### src/rtl/branch_update_unit.sv
// Branch resolve/update: 1-cycle mispredict redirect, DEPTH-entry queue to predictor (>=2 cycles to PB_BUS).
// bu_ready drops when the queue is full; pb_hold stalls draining. Optional counters: BU_PERF_CNT_EN.
module branch_update_unit #(
    parameter int DEPTH = 4
) (
    input  logic        clk,
    input  logic        rstn,
    input  logic        E_valid,
    input  logic [31:0] E_pc,
    input  logic [31:0] E_inst,
    input  logic        E_direct_jump,
    input  logic        E_indirect_jump,
    input  logic        E_br_taken,
    input  logic [31:0] E_br_target,
    input  logic        E_pred_taken,
    input  logic [31:0] E_pred_target,
    input  logic        flush,
    input  logic        pb_hold,
    output logic        bu_ready,
    output logic        predict_error,
    output logic [31:0] redirect_pc,
    output logic [98:0] PB_BUS
`ifdef BU_PERF_CNT_EN
    ,
    output logic [31:0] br_cnt,
    output logic [31:0] mispred_cnt
`endif
);

    localparam int AW = (DEPTH > 1) ? $clog2(DEPTH) : 1;
    localparam logic [AW:0] FULL_CNT = (AW+1)'(DEPTH);

    logic [AW-1:0] r_wptr;
    logic [AW-1:0] r_rptr;
    logic [AW:0]   r_count;
    logic [98:0]   r_mem [DEPTH];

    logic          w_accept;
    logic          w_is_br;
    logic          w_enq;
    logic          w_deq;
    logic          w_mispred;
    logic [98:0]   w_entry;

    assign bu_ready  = (r_count < FULL_CNT);
    assign w_accept  = E_valid && bu_ready && !flush;
    assign w_is_br   = E_direct_jump || E_indirect_jump;
    assign w_enq     = w_accept && w_is_br;
    assign w_deq     = (r_count != '0) && !pb_hold;

    // Conditional branches train direction only; their target comes from decode, so it is not compared.
    assign w_mispred = E_direct_jump
                     ? ((E_pred_taken != E_br_taken) || (E_br_taken && (E_pred_target != E_br_target)))
                     : (E_pred_taken != E_br_taken);

    assign w_entry = {E_inst, E_direct_jump, E_indirect_jump, E_br_taken, E_br_target, E_pc};

    always_ff @(posedge clk) begin
        if (rstn && w_enq) begin
            r_mem[r_wptr] <= w_entry;
        end
    end

    always_ff @(posedge clk) begin
        if (!rstn) begin
            r_wptr        <= '0;
            r_rptr        <= '0;
            r_count       <= '0;
            predict_error <= 1'b0;
            redirect_pc   <= '0;
            PB_BUS        <= '0;
        end else begin
            if (w_enq) r_wptr <= r_wptr + AW'(1);
            if (w_deq) r_rptr <= r_rptr + AW'(1);
            case ({w_enq, w_deq})
                2'b10:   r_count <= r_count + (AW+1)'(1);
                2'b01:   r_count <= r_count - (AW+1)'(1);
                default: r_count <= r_count;
            endcase
            // All-zero when idle so the jump flags double as update strobes.
            PB_BUS        <= w_deq ? r_mem[r_rptr] : '0;
            predict_error <= w_enq && w_mispred;
            if (w_enq && w_mispred) begin
                redirect_pc <= E_br_taken ? E_br_target : (E_pc + 32'd4);
            end
        end
    end

`ifdef BU_PERF_CNT_EN
    logic [31:0] r_br_cnt;
    logic [31:0] r_mispred_cnt;

    always_ff @(posedge clk) begin
        if (!rstn) begin
            r_br_cnt      <= '0;
            r_mispred_cnt <= '0;
        end else begin
            if (w_enq)         r_br_cnt      <= r_br_cnt + 32'd1;
            if (predict_error) r_mispred_cnt <= r_mispred_cnt + 32'd1;
        end
    end

    assign br_cnt      = r_br_cnt;
    assign mispred_cnt = r_mispred_cnt;
`endif

endmodule

### config.mk
export PLATFORM = sky130hd
export DESIGN_NAME = branch_update_unit
export DESIGN_NICKNAME = d
export VERILOG_FILES = /design/src/rtl/branch_update_unit.sv
export SDC_FILE = /design/constraint.sdc
export NUM_CORES = 1
export LEC_CHECK = 0
export CAP_MARGIN = 20
export CORE_MARGIN = 2
export CORE_UTILIZATION = 37
export CTS_CLUSTER_SIZE = 28
export DETAILED_ROUTE_END_ITERATION = 16
export PLACE_DENSITY = 0.58
export SLEW_MARGIN = 20
export SYNTH_ARGS = -nofsm -noshare
export SYNTH_HDL_FRONTEND = slang
export SYNTH_SLANG_ARGS = --single-unit
export TNS_END_PERCENT = 5
### constraint.sdc
create_clock -name clk -period 5.46 [get_ports clk]
set_clock_uncertainty 0.05 [all_clocks]
set_input_delay 1.365 -clock clk [delete_from_list [all_inputs] [get_ports clk]]
set_output_delay 1.365 -clock clk [all_outputs]
set_load 0.02 [all_outputs]
==> reports/qor.txt <==
run status: completed
post-cts hold buffer count: 0
Fin. Hold Viols: 0
clock tree from TritonCTS: yes
Hold Path Origin: redirect_pc[21]
final count of pins violating max slew: 0
total wire length: 52210 um
total half-perimeter wirelength after legalization and detailed placement: 33340 um
Post-Synthesis Cell Area: 19840 sq um
gr usage total: 0.1853
Worst EP arrival: 4.47 ns
flop and latch count out of synthesis: 535
highest metal layer with signal wires: met5
biggest area contributors in the synthesized netlist: sky130_fd_sc_hd__edfxtp_1, sky130_fd_sc_hd__dfxtp_1, sky130_fd_sc_hd__mux4_2
number of synthesized flops with an enable pin: 396
Post-CTS Repair Setup Buffers: 0
vias in the first global route: 11257
per-instance average area after synthesis: 17.99 sq um
number of cells in the design after placement: 2015
beginning of the critical path: E_br_target[31]
die extent in x: 235.6 um
transition time at the pin with the least slew margin: 0.8767 ns
routability cong.: 0.8117
static power due to leakage: 8.569 nW
antenna violations before repair: 6
Worst IR Drop VDD: 229.7 uV
number of max-capacitance violations reported: 0
clock net sink count: 535
M1 wire length: 22960 um
met2 routed WL: 24440 um
row count: 84
largest net degree at the start of global routing: 71
effective utilization at floorplan: 0.3761
Routed wire per std cell: 24.61 um
CORE AREA: 52760 sq um
largest area contributor in the netlist: sky130_fd_sc_hd__edfxtp_1
Setup crit end kind: register
fraction of final layout cells sized beyond drive strength 1: 0.1592
most used flip-flop cell after synthesis: sky130_fd_sc_hd__edfxtp_1
number of top-level design ports: 270
relative max-transition margin: 0.4156
die height: 235.6 um
Fmax achieved: 0.2504 GHz
number of port buffers: 269
critical path startpoint category: primary input
wire length on met3: 3411 um
Clock Tree Buf Depth: 3
CTS Root Cell: sky130_fd_sc_hd__clkbuf_16
pwr dens: 397.1 nW/um^2
reg-to-reg setup timing slack: 2.90 ns
area delta synth->final: 27.37%
first-pass GRT wire length: 75760 um
Vias/cell: 5.249
Syn Nets: 1247
Hold WC Path Type: register to register
clock input transition at the sequential cells of the worst setup and hold paths: 0.07 ns
fin crit share: 0.7314
sequential cell area fraction in the yosys report: 0.7395
DRC Markers: 0
Synth top area share: 0.5993
vias after detailed routing: 11134
Die ar.: 55500 sq um
share of synthesized flip-flops with an asynchronous set or reset: 0
setup violation total in the final timing report: 0
number of buffers created by CTS: 57
depth of the CTS H-tree: 2
post-layout instance count excluding filler cells: 2121
crit path max fanout: 13
critical path type: primary input to register
clock period minus final worst setup slack: 3.993 ns
CTS-repair resized insts: 0
synthesized instance count: 1103
Final ANT Viol Nets: 0
final net count: 1530
DRC violation total after the first TritonRoute iteration: 727
Worst-Skew Late Latency: 0.59 ns
DR pass1 iterations: 4
startpoint of the worst-slack reg-to-reg timing path: r_count[2]
filler cell count in the final layout: 4435
TNS Setup: 0 ns
RSZ-0062 raised after global routing: no
required time of the critical path: 5.93 ns
count of distinct cell types in the synthesized netlist: 41
count of synthesis-stage warnings from yosys: 0
total gr overflow: 0
[through the flow]
step / instance area [sq um] / setup WS [ns] / hold slack, ns / util / power (mW)
6_report: 25270 / 1.467 / 0.4204 / 0.4790 / 10.04
5_1_grt: 25270 / 1.415 / 0.4392 / 0.4790 / 10.40
4_1_cts: 25270 / 1.505 / 0.4200 / 0.4790 / 10.16
3_5_place_dp: 23380 / 0.8637 / 0.4141 / 0.4432 / 6.279
3_3_place_gp: 23380 / 0.9994 / 0.4015 / 0.4432 / 6.271
2_1_floorplan: 19840 / 0.3972 / 0.4085 / - / 5.624
[critical path: stages]
cell	delay, ns
sky130_fd_sc_hd__clkdlybuf4s50_1	0.69
sky130_fd_sc_hd__xnor2_1	0.16
sky130_fd_sc_hd__nand4_1	0.14
sky130_fd_sc_hd__nor4_1	0.62
sky130_fd_sc_hd__nand3_1	0.47
sky130_fd_sc_hd__nand2_1	0.46
sky130_fd_sc_hd__buf_4	0.33
sky130_fd_sc_hd__mux2i_1	0.22
[logic make-up after synthesis]
logic type               synth area share
flip-flops                         0.7395
AND/OR/NAND/NOR                   0.06318
multiplexers                       0.1245
buffers and inverters             0.01646
AO/OA/AOI/OAI                     0.02333
XOR/XNOR                          0.02825
adder cells (fa/ha/maj)          0.004792
[routing by layer]
metal	vias up	GRT usage
li1	4899	-
met1	5809	0.2552
met2	329	0.2908
met3	89	0.04702
met4	8	0.05462
met5	-	0
[placed cells by master (no fill, tap or decap), types with 5 or more instances in the layout]
master	netlist	layout
sky130_fd_sc_hd__bufinv_16	0	5
sky130_fd_sc_hd__o211ai_1	9	9
sky130_fd_sc_hd__a21oi_1	9	9
sky130_fd_sc_hd__edfxtp_1	396	396
sky130_fd_sc_hd__clkbuf_8	0	11
sky130_fd_sc_hd__clkbuf_16	0	57
sky130_fd_sc_hd__a21o_1	8	8
sky130_fd_sc_hd__mux2i_1	24	24
sky130_fd_sc_hd__nand3_1	14	14
sky130_fd_sc_hd__clkdlybuf4s50_1	0	268
sky130_fd_sc_hd__xnor2_1	46	46
sky130_fd_sc_hd__nor3_1	11	11
sky130_fd_sc_hd__nand2_1	39	39
sky130_fd_sc_hd__o21ai_0	27	27
sky130_fd_sc_hd__nor4_1	7	7
sky130_fd_sc_hd__mux4_2	99	99
sky130_fd_sc_hd__clkinv_2	0	12
sky130_fd_sc_hd__nor2_1	17	17
sky130_fd_sc_hd__nand4_1	13	13
sky130_fd_sc_hd__xor2_1	18	18
sky130_fd_sc_hd__buf_4	2	21
sky130_fd_sc_hd__inv_1	10	10
sky130_fd_sc_hd__and3_1	108	104
sky130_fd_sc_hd__clkbuf_1	51	12
sky130_fd_sc_hd__o31ai_1	8	8
sky130_fd_sc_hd__dfxtp_1	139	137
sky130_fd_sc_hd__ha_1	6	6
[worst paths after layout]
path                     end  cells past startpoint
max reg2reg     r_mem[0][46]                      3
min          redirect_pc[21]                      2
min reg2reg  redirect_pc[21]                      2
max           redirect_pc[9]                      8
[area by class of cell]
| type | count | area [sq um] | area share |
|---|---|---|---|
| Multi-Input combinational cell | 488 | 4877 | 0.1930 |
| Clock buffer | 80 | 1623 | 0.06421 |
| Antenna cell | 1 | 2.502 | 0.00009901 |
| Timing Repair Buffer | 293 | 2920 | 0.1156 |
| Clock inverter | 25 | 266.5 | 0.01055 |
| Tap cell | 688 | 860.8 | 0.03406 |
| Inverter | 11 | 41.29 | 0.001634 |
| Sequential cell | 535 | 14680 | 0.5809 |
[where the power goes]
group          switching [mW]  total [mW]  internal, mW
logic                   0.733        1.50         0.764
clock network            1.57        3.88          2.30
registers               0.142        4.66          4.52
total                    2.45        10.0          7.59
[flip-flops by register name (all words and copies together), names as in the netlist]
name	cells
predict_error	1
r_wptr	2
PB_BUS	99
r_count	3
r_rptr	2
redirect_pc	32
r_mem	396
[Yosys cell counts (all sizes together) (2+ instances only)]
| library cell | count |
|---|---|
| o211ai | 9 |
| nor2 | 17 |
| o21ai | 27 |
| buf | 18 |
| xnor2 | 46 |
| nand3 | 15 |
| o2111ai | 4 |
| dfxtp | 139 |
| edfxtp | 396 |
| clkbuf | 51 |
| o31ai | 8 |
| nor3 | 11 |
| xor2 | 18 |
| inv | 11 |
| or2 | 2 |
| mux2i | 24 |
| nor4 | 7 |
| and4 | 3 |
| a211oi | 3 |
| and3 | 108 |
| a21oi | 9 |
| and2 | 2 |
| nand2 | 39 |
| or3 | 2 |
| mux4 | 99 |
| ha | 6 |
| nand4 | 14 |
| a21o | 8 |
(Power assumes the default switching activity.)
